## config.mk

```make
export PLATFORM = sky130hd
export DESIGN_NAME = debounce_sync
export DESIGN_NICKNAME = d
export VERILOG_FILES = /design/src/rtl/debounce_sync.sv
export SDC_FILE = /design/constraint.sdc
export NUM_CORES = 1
export LEC_CHECK = 0
export CAP_MARGIN = 0
export CORE_UTILIZATION = 40
export DETAILED_ROUTE_END_ITERATION = 8
export PLACE_DENSITY = 0.67
export SYNTH_ARGS = -nofsm -noshare
export SYNTH_HDL_FRONTEND = slang
export SYNTH_SLANG_ARGS = --single-unit
```

## constraint.sdc

```tcl
create_clock -name clk -period 1.54 [get_ports clk]
set_clock_uncertainty 0.2 [all_clocks]
set_input_delay 0.154 -clock clk [delete_from_list [all_inputs] [get_ports clk]]
set_output_delay 0.154 -clock clk [all_outputs]
set_load 0.03 [all_outputs]
```

## src/rtl/debounce_sync.sv

```systemverilog
// -----------------------------------------------------------------------------
// debounce_sync
//
// Purpose:
//   Debounces a raw asynchronous level input (button, slow control line).
//   The input first crosses into the clk domain through a two-flop
//   synchronizer. A four-state FSM then accepts a new level only after it
//   has been seen on DEBOUNCE_CYCLES+1 consecutive post-sync edges: the
//   entry edge plus DEBOUNCE_CYCLES pending edges. A pending transition that
//   sees the old level again is aborted and counted in a saturating glitch
//   counter.
//
// Parameters:
//   DEBOUNCE_CYCLES  pending edges required to accept a new level (1..255)
//   GLITCH_W         width of the aborted-transition counter
//
// Ports:
//   clk         in   system clock, rising edge
//   reset       in   asynchronous active-low reset, clears all state
//   din         in   raw asynchronous level, may bounce
//   dout        out  registered debounced level
//   rise        out  one-cycle pulse with dout 0->1
//   fall        out  one-cycle pulse with dout 1->0
//   busy        out  high while a transition is pending
//   glitch_cnt  out  saturating count of aborted pending transitions
// -----------------------------------------------------------------------------
module debounce_sync #(
   parameter int unsigned DEBOUNCE_CYCLES = 4,
   parameter int unsigned GLITCH_W        = 8
) (
   input  logic                clk,
   input  logic                reset,
   input  logic                din,
   output logic                dout,
   output logic                rise,
   output logic                fall,
   output logic                busy,
   output logic [GLITCH_W-1:0] glitch_cnt
);

   // Counter just wide enough to hold DEBOUNCE_CYCLES.
   localparam int unsigned CW = $clog2(DEBOUNCE_CYCLES + 1);

   // Last pending count before acceptance; the pending state is entered
   // with cnt=0, so DEBOUNCE_CYCLES pending edges end at this value.
   localparam logic [CW-1:0] CNT_LAST = CW'(DEBOUNCE_CYCLES - 1);

   localparam logic [GLITCH_W-1:0] GLITCH_MAX = '1;

   typedef enum logic [1:0] {
      STABLE_LO = 2'd0,
      PEND_HI   = 2'd1,
      STABLE_HI = 2'd2,
      PEND_LO   = 2'd3
   } state_t;

   // ---------------------------------------------------------------------------
   // Synchronizer
   // ---------------------------------------------------------------------------
   logic sync1_q;
   logic sync2_q;
   logic s;

   always_ff @(posedge clk or negedge reset) begin
      if (!reset) begin
         sync1_q <= 1'b0;
         sync2_q <= 1'b0;
      end else begin
         sync1_q <= din;
         sync2_q <= sync1_q;
      end
   end

   // Only the second flop feeds the FSM; sync1_q may be metastable.
   assign s = sync2_q;

   // ---------------------------------------------------------------------------
   // FSM and output registers
   // ---------------------------------------------------------------------------
   state_t              state_q, state_d;
   logic [CW-1:0]       cnt_q,   cnt_d;
   logic                dout_q,  dout_d;
   logic                rise_q,  rise_d;
   logic                fall_q,  fall_d;
   logic                busy_q,  busy_d;
   logic [GLITCH_W-1:0] glitch_q, glitch_d;
   logic [GLITCH_W-1:0] glitch_inc;

   // Saturating increment: an abort at full scale leaves the count alone.
   assign glitch_inc = (glitch_q == GLITCH_MAX) ? glitch_q
                                                : glitch_q + GLITCH_W'(1);

   always_comb begin
      state_d  = state_q;
      cnt_d    = cnt_q;
      dout_d   = dout_q;
      rise_d   = 1'b0;
      fall_d   = 1'b0;
      glitch_d = glitch_q;

      unique case (state_q)
         STABLE_LO: begin
            if (s) begin
               state_d = PEND_HI;
               cnt_d   = '0;
            end
         end

         PEND_HI: begin
            if (!s) begin
               // Bounced back before acceptance.
               state_d  = STABLE_LO;
               cnt_d    = '0;
               glitch_d = glitch_inc;
            end else if (cnt_q == CNT_LAST) begin
               state_d = STABLE_HI;
               cnt_d   = '0;
               dout_d  = 1'b1;
               rise_d  = 1'b1;
            end else begin
               cnt_d = cnt_q + CW'(1);
            end
         end

         STABLE_HI: begin
            if (!s) begin
               state_d = PEND_LO;
               cnt_d   = '0;
            end
         end

         PEND_LO: begin
            if (s) begin
               state_d  = STABLE_HI;
               cnt_d    = '0;
               glitch_d = glitch_inc;
            end else if (cnt_q == CNT_LAST) begin
               state_d = STABLE_LO;
               cnt_d   = '0;
               dout_d  = 1'b0;
               fall_d  = 1'b1;
            end else begin
               cnt_d = cnt_q + CW'(1);
            end
         end

         default: begin
            state_d = STABLE_LO;
            cnt_d   = '0;
         end
      endcase

      // busy is registered from the next state so it lines up with state_q.
      busy_d = (state_d == PEND_HI) || (state_d == PEND_LO);
   end

   always_ff @(posedge clk or negedge reset) begin
      if (!reset) begin
         state_q  <= STABLE_LO;
         cnt_q    <= '0;
         dout_q   <= 1'b0;
         rise_q   <= 1'b0;
         fall_q   <= 1'b0;
         busy_q   <= 1'b0;
         glitch_q <= '0;
      end else begin
         state_q  <= state_d;
         cnt_q    <= cnt_d;
         dout_q   <= dout_d;
         rise_q   <= rise_d;
         fall_q   <= fall_d;
         busy_q   <= busy_d;
         glitch_q <= glitch_d;
      end
   end

   assign dout       = dout_q;
   assign rise       = rise_q;
   assign fall       = fall_q;
   assign busy       = busy_q;
   assign glitch_cnt = glitch_q;

   // ---------------------------------------------------------------------------
   // Structural properties
   // ---------------------------------------------------------------------------
   a_no_dual_pulse: assert property (@(posedge clk) disable iff (!reset)
      !(rise_q && fall_q));

   a_rise_tracks_dout: assert property (@(posedge clk) disable iff (!reset)
      rise_q |-> dout_q);

   a_fall_tracks_dout: assert property (@(posedge clk) disable iff (!reset)
      fall_q |-> !dout_q);

endmodule

```

## Word level (Yosys, flattened, before mapping)

Cells that the tools add are included.

| storage, ports and cells | value |
|---|---|
| register bits after elaboration | 19 |
| input port bits | 3 |

| cells by class | value |
|---|---|
| add/subtract/negate cells | 2 |
| eq/ne operators | 15 |
| muxes and demuxes | 27 |
| reduce and logical (&&, ||, !) cells | 6 |

Operators by type and width:

| kind | number |
|---|---|
| 8-bit 2-to-1 mux | 3 |
| 2-bit != test (second input constant) | 8 |
| 8-bit case mux with 2 select lines | 1 |
| 3-bit 2-to-1 mux | 5 |
| 2-bit 2-to-1 mux | 6 |
| 3-bit case mux with 4 select lines | 1 |
| 1-bit 2-to-1 mux | 9 |
| 8-bit by 1-bit adder with 8-bit output (second input constant) | 1 |
| 8-bit equality test (second input constant) | 1 |
| 2-bit case mux with 4 select lines | 1 |
| 2-bit equality test (second input constant) | 3 |
| 5-bit AND reduction | 1 |
| 2-bit by 1-bit equality test with 1-bit output (second input constant) | 2 |
| 3-bit by 1-bit adder with 3-bit output (second input constant) | 1 |
| 3-bit by 2-bit equality test with 1-bit output (second input constant) | 1 |
| 3-bit AND reduction | 1 |
| 2-bit logical NOT | 1 |
| 1-bit case mux with 2 select lines | 1 |
| 2-bit AND reduction | 1 |
| 2-bit nonzero test | 1 |
| 1-bit logical OR | 1 |

## Depth between registers and ports, before layout

Gate-level depths: netlist (run 1).

| logic depth | value |
|---|---|
| word-level depth | 6 |
| gate-level depth with buffers | 5 |

## Worst setup path after synthesis (run 1)

OpenSTA, ideal clock, no wires.

| timing | value |
|---|---|
| path type | reg2reg |
| start point | register glitch_q[0], in the netlist glitch_cnt[0] |
| end point | register glitch_q[1], in the netlist glitch_cnt[1] |
| arrival | 1483 ps |
| slack | -271 ps |
| stages on the path, launching flop included | 6 |
| path buffers | 0 |
| clock period less this slack | 1811 ps |
| cell sequence | dfrtp_1 -> ha_1 -> and3_4 -> nand2_1 -> nand3_1 -> mux2_1 |

| on the way | value |
|---|---|
| word-level cells in the longest chain between the ends | 4 |
| elaborated cells on any way between the ends | 6 |

Ends and longest elaborated chain:

| element | line | source |
|---|---|---|
| from (decl) | 86 | `logic [GLITCH_W-1:0] glitch_q, glitch_d;` |
| from (signal assigned) | 173 | `glitch_q <= glitch_d;` |
| 8-bit by 1-bit adder with 8-bit output / 8-bit equality test (equally long branches) | 91, 90 |  |
| 8-bit 2-to-1 mux * | 90 | `assign glitch_inc = (glitch_q == GLITCH_MAX) ? glitch_q` |
| 8-bit 2-to-1 mux (on tied branches) | 133, 110 |  |
| 8-bit case mux with 2 select lines * | 101 | `unique case (state_q)` |

Every way passes the cells marked *; elsewhere a longest branch is shown, timed or not. The select of a mux whose other input is x is not followed.
A chain may end at the register's enable or synchronous reset.

## Worst setup path after layout (run 1)

| timing | value |
|---|---|
| start point | register glitch_q[1], in the netlist glitch_cnt[1] |
| end point | register glitch_q[1], in the netlist glitch_cnt[1] |

The elaborated chain is that of the path after synthesis.

==> results of run 1 <==
-- what timing repair did --
item / 4_1_cts / 5_1_grt
resized for setup: 13 / 5
hold buffers: 1 / 0
buffers inserted: 2 / 2
endpoints found under the setup margin: 14 / 6
pin swaps: 1 / 3
hold endpoints to repair: 19 / 0
-- final timing paths --
path | slack, ps | endpoint | depth (start not counted) | startpoint
hold reg to reg | 160 | s | 0 | sync1_q
hold / removal | 100 | sync1_q | 1 | din
max in group asynchronous | 400 | glitch_cnt[1] | 3 | reset
setup reg to reg | 20 | glitch_cnt[1] | 5 | glitch_cnt[1]
min in group asynchronous | 530 | glitch_cnt[2] | 3 | reset
setup / recovery | 20 | glitch_cnt[1] | 5 | glitch_cnt[1]
-- synth_stat cells --
master | number | share of area [%]
nand2_1 | 9 | 4.0
nand4b_4 | 1 | 2.8
and4_1 | 1 | 1.0
nand3b_1 | 4 | 3.5
xor2_1 | 2 | 2.1
ha_1 | 2 | 2.9
and2_2 | 1 | 0.88
nor2_2 | 1 | 0.74
and3b_1 | 1 | 1.0
and3_4 | 1 | 1.3
nand3_1 | 1 | 0.59
nor4_1 | 1 | 0.74
o21ai_0 | 2 | 1.2
inv_1 | 1 | 0.44
nor3b_2 | 1 | 1.5
a41oi_1 | 1 | 1.0
nand2b_1 | 1 | 0.74
o21a_1 | 1 | 0.88
dfrtp_1 | 19 | 56
buf_4 | 1 | 0.88
a21boi_0 | 1 | 0.88
a21oi_1 | 1 | 0.59
nor2_1 | 9 | 4.0
nand4_1 | 2 | 1.5
mux2_1 | 1 | 1.3
buf_2 | 1 | 0.59
a31oi_1 | 1 | 0.74
mux2i_1 | 1 | 1.2
xnor2_1 | 5 | 5.1
-- worst register-to-register path: stages (launching register included) --
cell and delay, ps:
dfrtp_2 450, ha_4 170, and3_4 160, nand2_4 70, nand3_4 70, mux2_4 300
-- power breakdown --
| group | internal [W] | switching, W |
|---|---|---|
| registers | 0.000646 | 0.000174 |
| logic | 0.000435 | 0.000478 |
| clock network | 0.0000963 | 0.000147 |
| total | 0.00118 | 0.000799 |
-- cells by family (layout without fill, tap and decap cells) --
group / after synthesis / in the layout
fa+ha+maj: 2 / 2
flops: 19 / 19
simple gates: 34 / 34
xor+xnor: 7 / 7
buf+inv: 3 / 31
compound gates: 7 / 7
mux: 2 / 2
-- routing by layer --
metal	part of all wire, %	up-vias	wire length [um]
met2	47	9	723
met5	0	-	0
met3	2.1	2	33
met1	50	311	773
met4	0.97	0	15
li1	-	310	-
-- metrics by stage --
step / setup slack, ps / total power (W) / hold slack (ps) / cell area, um^2
global placement: 27.1 / 0.00170 / 139 / 1110
global route: -20.4 / 0.00212 / 92.1 / 1180
detailed placement: 7.86 / 0.00173 / 142 / 1110
finish: 17.3 / 0.00198 / 96.3 / 1180
floorplan: -65.2 / 0.00137 / -342 / 901
CTS: 1.78 / 0.00194 / 90.3 / 1160
-- cells in the final DEF, fill, tap and decap left out, types with 2 or more instances in the layout --
cell type,instances
nand4_1,2
nand2_1,8
nand3b_1,4
nor2_1,9
dfrtp_1,13
xnor2_1,4
dfrtp_2,6
buf_4,11
o21ai_0,2
clkbuf_4,3
clkdlybuf4s50_1,2
dlygate4sd2_1,11
-- area by class of cell --
cell class | instances | area share (%)
tap | 27 | 2.86
sequential | 19 | 40.9
inverter | 1 | 0.318
clock buffer | 3 | 1.91
multi-input combinational | 52 | 35.5
timing repair buffer | 26 | 18.1
clock inverter | 1 | 0.424
-- registers in the layout (all words and copies together), names as in the netlist --
signal      flops
dout            1
rise            1
busy            1
state_q         2
s               1
fall            1
glitch_cnt      8
cnt_q           3
sync1_q         1
==> reports/metrics.cfg, run 1 <==
[cts]
cts_buffers=3
cts_buffer_depth=2
cts_sinks=19
tritoncts=yes
cts_root_buffer=clkbuf_4
cts.htree.levels=1
clkTransAtPathRegs_ps=100
clk_latency_ps=280

[global_route]
met3_usage_pct=3.33
grtUsageMet2_pct=24.3
grt_pass1_vias=548
grt_pass1_wl_um=2370
grt_max_degree=20
antenna_found_initial=0
met1_usage_pct=20.0
overflow=0
track_usage_pct=14.8
grt.busiest_layer=met2

[cells_and_area]
utilization_pct=59.6
fin_nets=108
diodes=0
multi_input_area_um2=419
synthToLayoutAreaGrowth_pct=38.8
stdcell_count=129
fillers=163
regArea_um2=483
drive_gt1_share_pct=34.3

[setup_path]
crit_type=register to register
path_delay_family=flip-flops
arrival_ps=1500
critPathMaxFanout=4
endpoint_kind=register
path_buf_inv=0
cp.required_ps=1520
cp_slowest_cell=dfrtp_2
cpPeakStageDelay_ps=450
worstPathCellList=ha_4 -> and3_4 -> nand2_4 -> nand3_4 -> mux2_4
startpoint_type=register

[route]
routedWlPerCell_um=12.0
totalWireLength_um=1550
drtPass1Iterations=4
avgViaCountPerCell=4.90
ant_nets=0
vias=632
drt_iter0_markers=11
drc=0

[logic_synthesis]
synth_top_family_by_area=simple AND/OR/NAND/NOR gates
syn_avg_cell_area_um2=11.5
ys_warn_count=0
synth-seq-area-share_pct=55.9
synthAdderAreaFrac_pct=2.94
synth_mux_area_share_pct=2.50
synthSimpleGateAreaFrac_pct=24.3
ys_seq_elements=19
synth-xor-area-share_pct=7.21
netlist_area_um2=851
syn_inst=74
synth_compound_area_share_pct=5.29
synth_cell_types=29
synth_nets=79

[timing]
max_freq_ghz=0.657
finalCritPeriodShare_pct=98.9
tns_ps=0
report.final.hold_viol_count=0
grt_setup_unrepaired=true
maxSlewHeadroom_pct=79.6
final_max_slew_viol_count=0
layout_min_cycle_time_ps=1520
setup_viol=0
worst_pin_slew_ps=307

[place]
io_buffer_count=14
place_congestion=0.804
dpl.cell_count=120
place_hpwl_um=1070

[job]
cap_violations=0

[die]
start_util_pct=42.9
rows=16
dieArea_um2=2320
dieHeight_um=48.1
die_x_um=48.1
core_um2=1980
top_level_ports=15

[pwr]
power_density_nw_per_um2=1670
ir_worst_vdd_v=0.00136
power_leakage_nw=0.565

[hold_path]
hold_class=input pin to register

[run_status]
status=completed

No activity file was read; power rests on OpenSTA's default activity.
==> run 2, diff against run 1 <==
--- a/config.mk
+++ b/config.mk
@@ -6,6 +6,7 @@
 export NUM_CORES = 1
 export LEC_CHECK = 0
 export CAP_MARGIN = 0
+export CORE_MARGIN = 8
 export CORE_UTILIZATION = 40
 export DETAILED_ROUTE_END_ITERATION = 8
 export PLACE_DENSITY = 0.67
==> reports/metrics.cfg, run 2 (synthesis results as in run 1) <==
[run_status]
status=completed

[cts]
tritoncts=yes
clkTransAtPathRegs_ps=100  ; about the same
cts_root_buffer=clkbuf_4
clk_latency_ps=290  ; about the same
cts_buffers=3  ; unchanged
cts_sinks=19  ; unchanged
cts_buffer_depth=2  ; unchanged
cts.htree.levels=1  ; unchanged

[global_route]
grt_pass1_vias=682  ; +24%
antenna_found_initial=0  ; unchanged
track_usage_pct=9.47  ; -5.3 points
overflow=0  ; unchanged
grt_max_degree=20  ; unchanged
grt_pass1_wl_um=3040  ; +29%

[setup_path]
cp_slowest_cell=dfrtp_2
cpPeakStageDelay_ps=450  ; about the same
path_buf_inv=0  ; unchanged
startpoint_type=register
worstPathCellList=ha_4 -> and3_4 -> nand2_4 -> nand3_4 -> mux2_4
arrival_ps=1510  ; about the same
path_delay_family=flip-flops
crit_type=register to register
critPathMaxFanout=4  ; unchanged
cp.required_ps=1520  ; about the same
endpoint_kind=register

[route]
totalWireLength_um=1740  ; +12%
avgViaCountPerCell=4.91  ; +0.32%
drtPass1Iterations=2  ; -2
ant_nets=0  ; unchanged
drt_iter0_markers=16  ; +5
routedWlPerCell_um=13.5  ; +12%
vias=634  ; +0.32%
drc=0  ; unchanged

[pwr]
power_leakage_nw=0.569  ; +0.68%
ir_worst_vdd_v=0.00103  ; -24%
power_w=0.00201  ; +1.5%
power_density_nw_per_um2=1700  ; +1.2%

[timing]
setup_viol=0  ; unchanged
layout_min_cycle_time_ps=1520  ; -0.111 ps
max_freq_ghz=0.657  ; about the same
tns_ps=0  ; unchanged
finalWorstSetupSlack_ps=17.4  ; +0.111 ps
report.final.hold_viol_count=0  ; unchanged
worst_pin_slew_ps=318  ; +11.3 ps
holdWs_ps=94.7  ; -1.67 ps
grt_setup_unrepaired=true
finalCritPeriodShare_pct=98.9  ; about the same
maxSlewHeadroom_pct=78.7  ; -0.91 points
final_max_slew_viol_count=0  ; unchanged

[cells_and_area]
drive_gt1_share_pct=32.4  ; -2.0 points
largest_register_ff_count=8  ; unchanged
synthToLayoutAreaGrowth_pct=39.1
layout_commonest_cell=dfrtp_1
diodes=0  ; unchanged
final_cell_mix=14 x dfrtp_1, 11 x dlygate4sd2_1, 11 x buf_4
fillers=163  ; unchanged
fin_nets=108  ; unchanged
final_cell_area_um2=1180  ; +0.21%

[job]
cap_violations=0  ; unchanged

[die]
dieHeight_um=62.1  ; +29%
top_level_ports=15  ; unchanged
die_x_um=62.1  ; +29%
dieArea_um2=3860  ; +67%
start_util_pct=42.9  ; unchanged
rows=16  ; unchanged
core_um2=1980  ; unchanged

[place]
placed_area_um2=1120  ; +0.67%
dp_slack_ps=10.3  ; +2.47 ps
io_buffer_count=14  ; unchanged
place_hpwl_um=1250  ; +17%
place_congestion=0.787  ; -2.0%

[hold_path]
hold_class=input pin to register

==> run 2: routing by layer <==
layer  track usage [%]  share of wire (%)  vias up
met3              3.23                4.6        4
li1                  -                  -      310
met4              4.08                1.3        0
met1              10.1                 45      313
met2              16.4                 49        7
met5                 0                  0        -
==> run 2: worst register-to-register path, cell delays in order, from the launching register on <==
cell and delay, ps:
dfrtp_2 450, ha_4 170, and3_4 150, nand2_4 70, nand3_4 70, mux2_4 300
==> run 2: final timing paths <==
path / start / end / slack, ps / cells after the start
worst min-delay path: din / sync1_q / 90 / 1
min in group asynchronous: reset / sync1_q / 520 / 3
worst max register to register: glitch_cnt[0] / glitch_cnt[1] / 20 / 5
worst max-delay path: glitch_cnt[0] / glitch_cnt[1] / 20 / 5
max in group asynchronous: reset / glitch_cnt[1] / 410 / 3
worst min register to register: sync1_q / s / 170 / 0
==> run 2: area by class of cell <==
class                   instances  area [um^2]  share of cell area [%]
flip-flops and latches         19          482                    40.7
multi-input cells              52          424                    35.8
repair buffers                 26          214                    18.1
well taps                      27         33.8                    2.85
clock buffers                   4         26.3                    2.22
inverters                       1         3.75                   0.317
==> run 2: per-stage QoR <==
step           std cells  utilization, %
3_5_place_dp         121            56.6
2_1_floorplan         74               -
4_1_cts              128            58.8
3_3_place_gp         121            56.6
5_1_grt              129            59.7
6_report             129            59.7
==> run 2: power breakdown <==
part / total [W] / switching [W] / internal, W
Clock: 0.000248 / 0.000147 / 0.000101
Sequential: 0.000791 / 0.000146 / 0.000644
Combinational: 0.000967 / 0.000523 / 0.000444
Total: 0.00201 / 0.000817 / 0.00119
==> run 2: repair_timing <==
item                                    CTS  global route
buffers inserted                          2             1
endpoints found under the setup margin   14             7
cloned                                    0             0
pin swaps                                 2             1
endpoints found under the hold margin    19             0
resized for setup                        13             5
hold buffers                              1             0
==> run 3, diff against run 2 <==
--- a/config.mk
+++ b/config.mk
@@ -5,6 +5,7 @@
 export SDC_FILE = /design/constraint.sdc
 export NUM_CORES = 1
 export LEC_CHECK = 0
+export ABC_AREA = 0
 export CAP_MARGIN = 0
 export CORE_MARGIN = 8
 export CORE_UTILIZATION = 40
==> results of run 3 <==
Same layout as run 2: the final DEF is identical, and so are final timing and power.
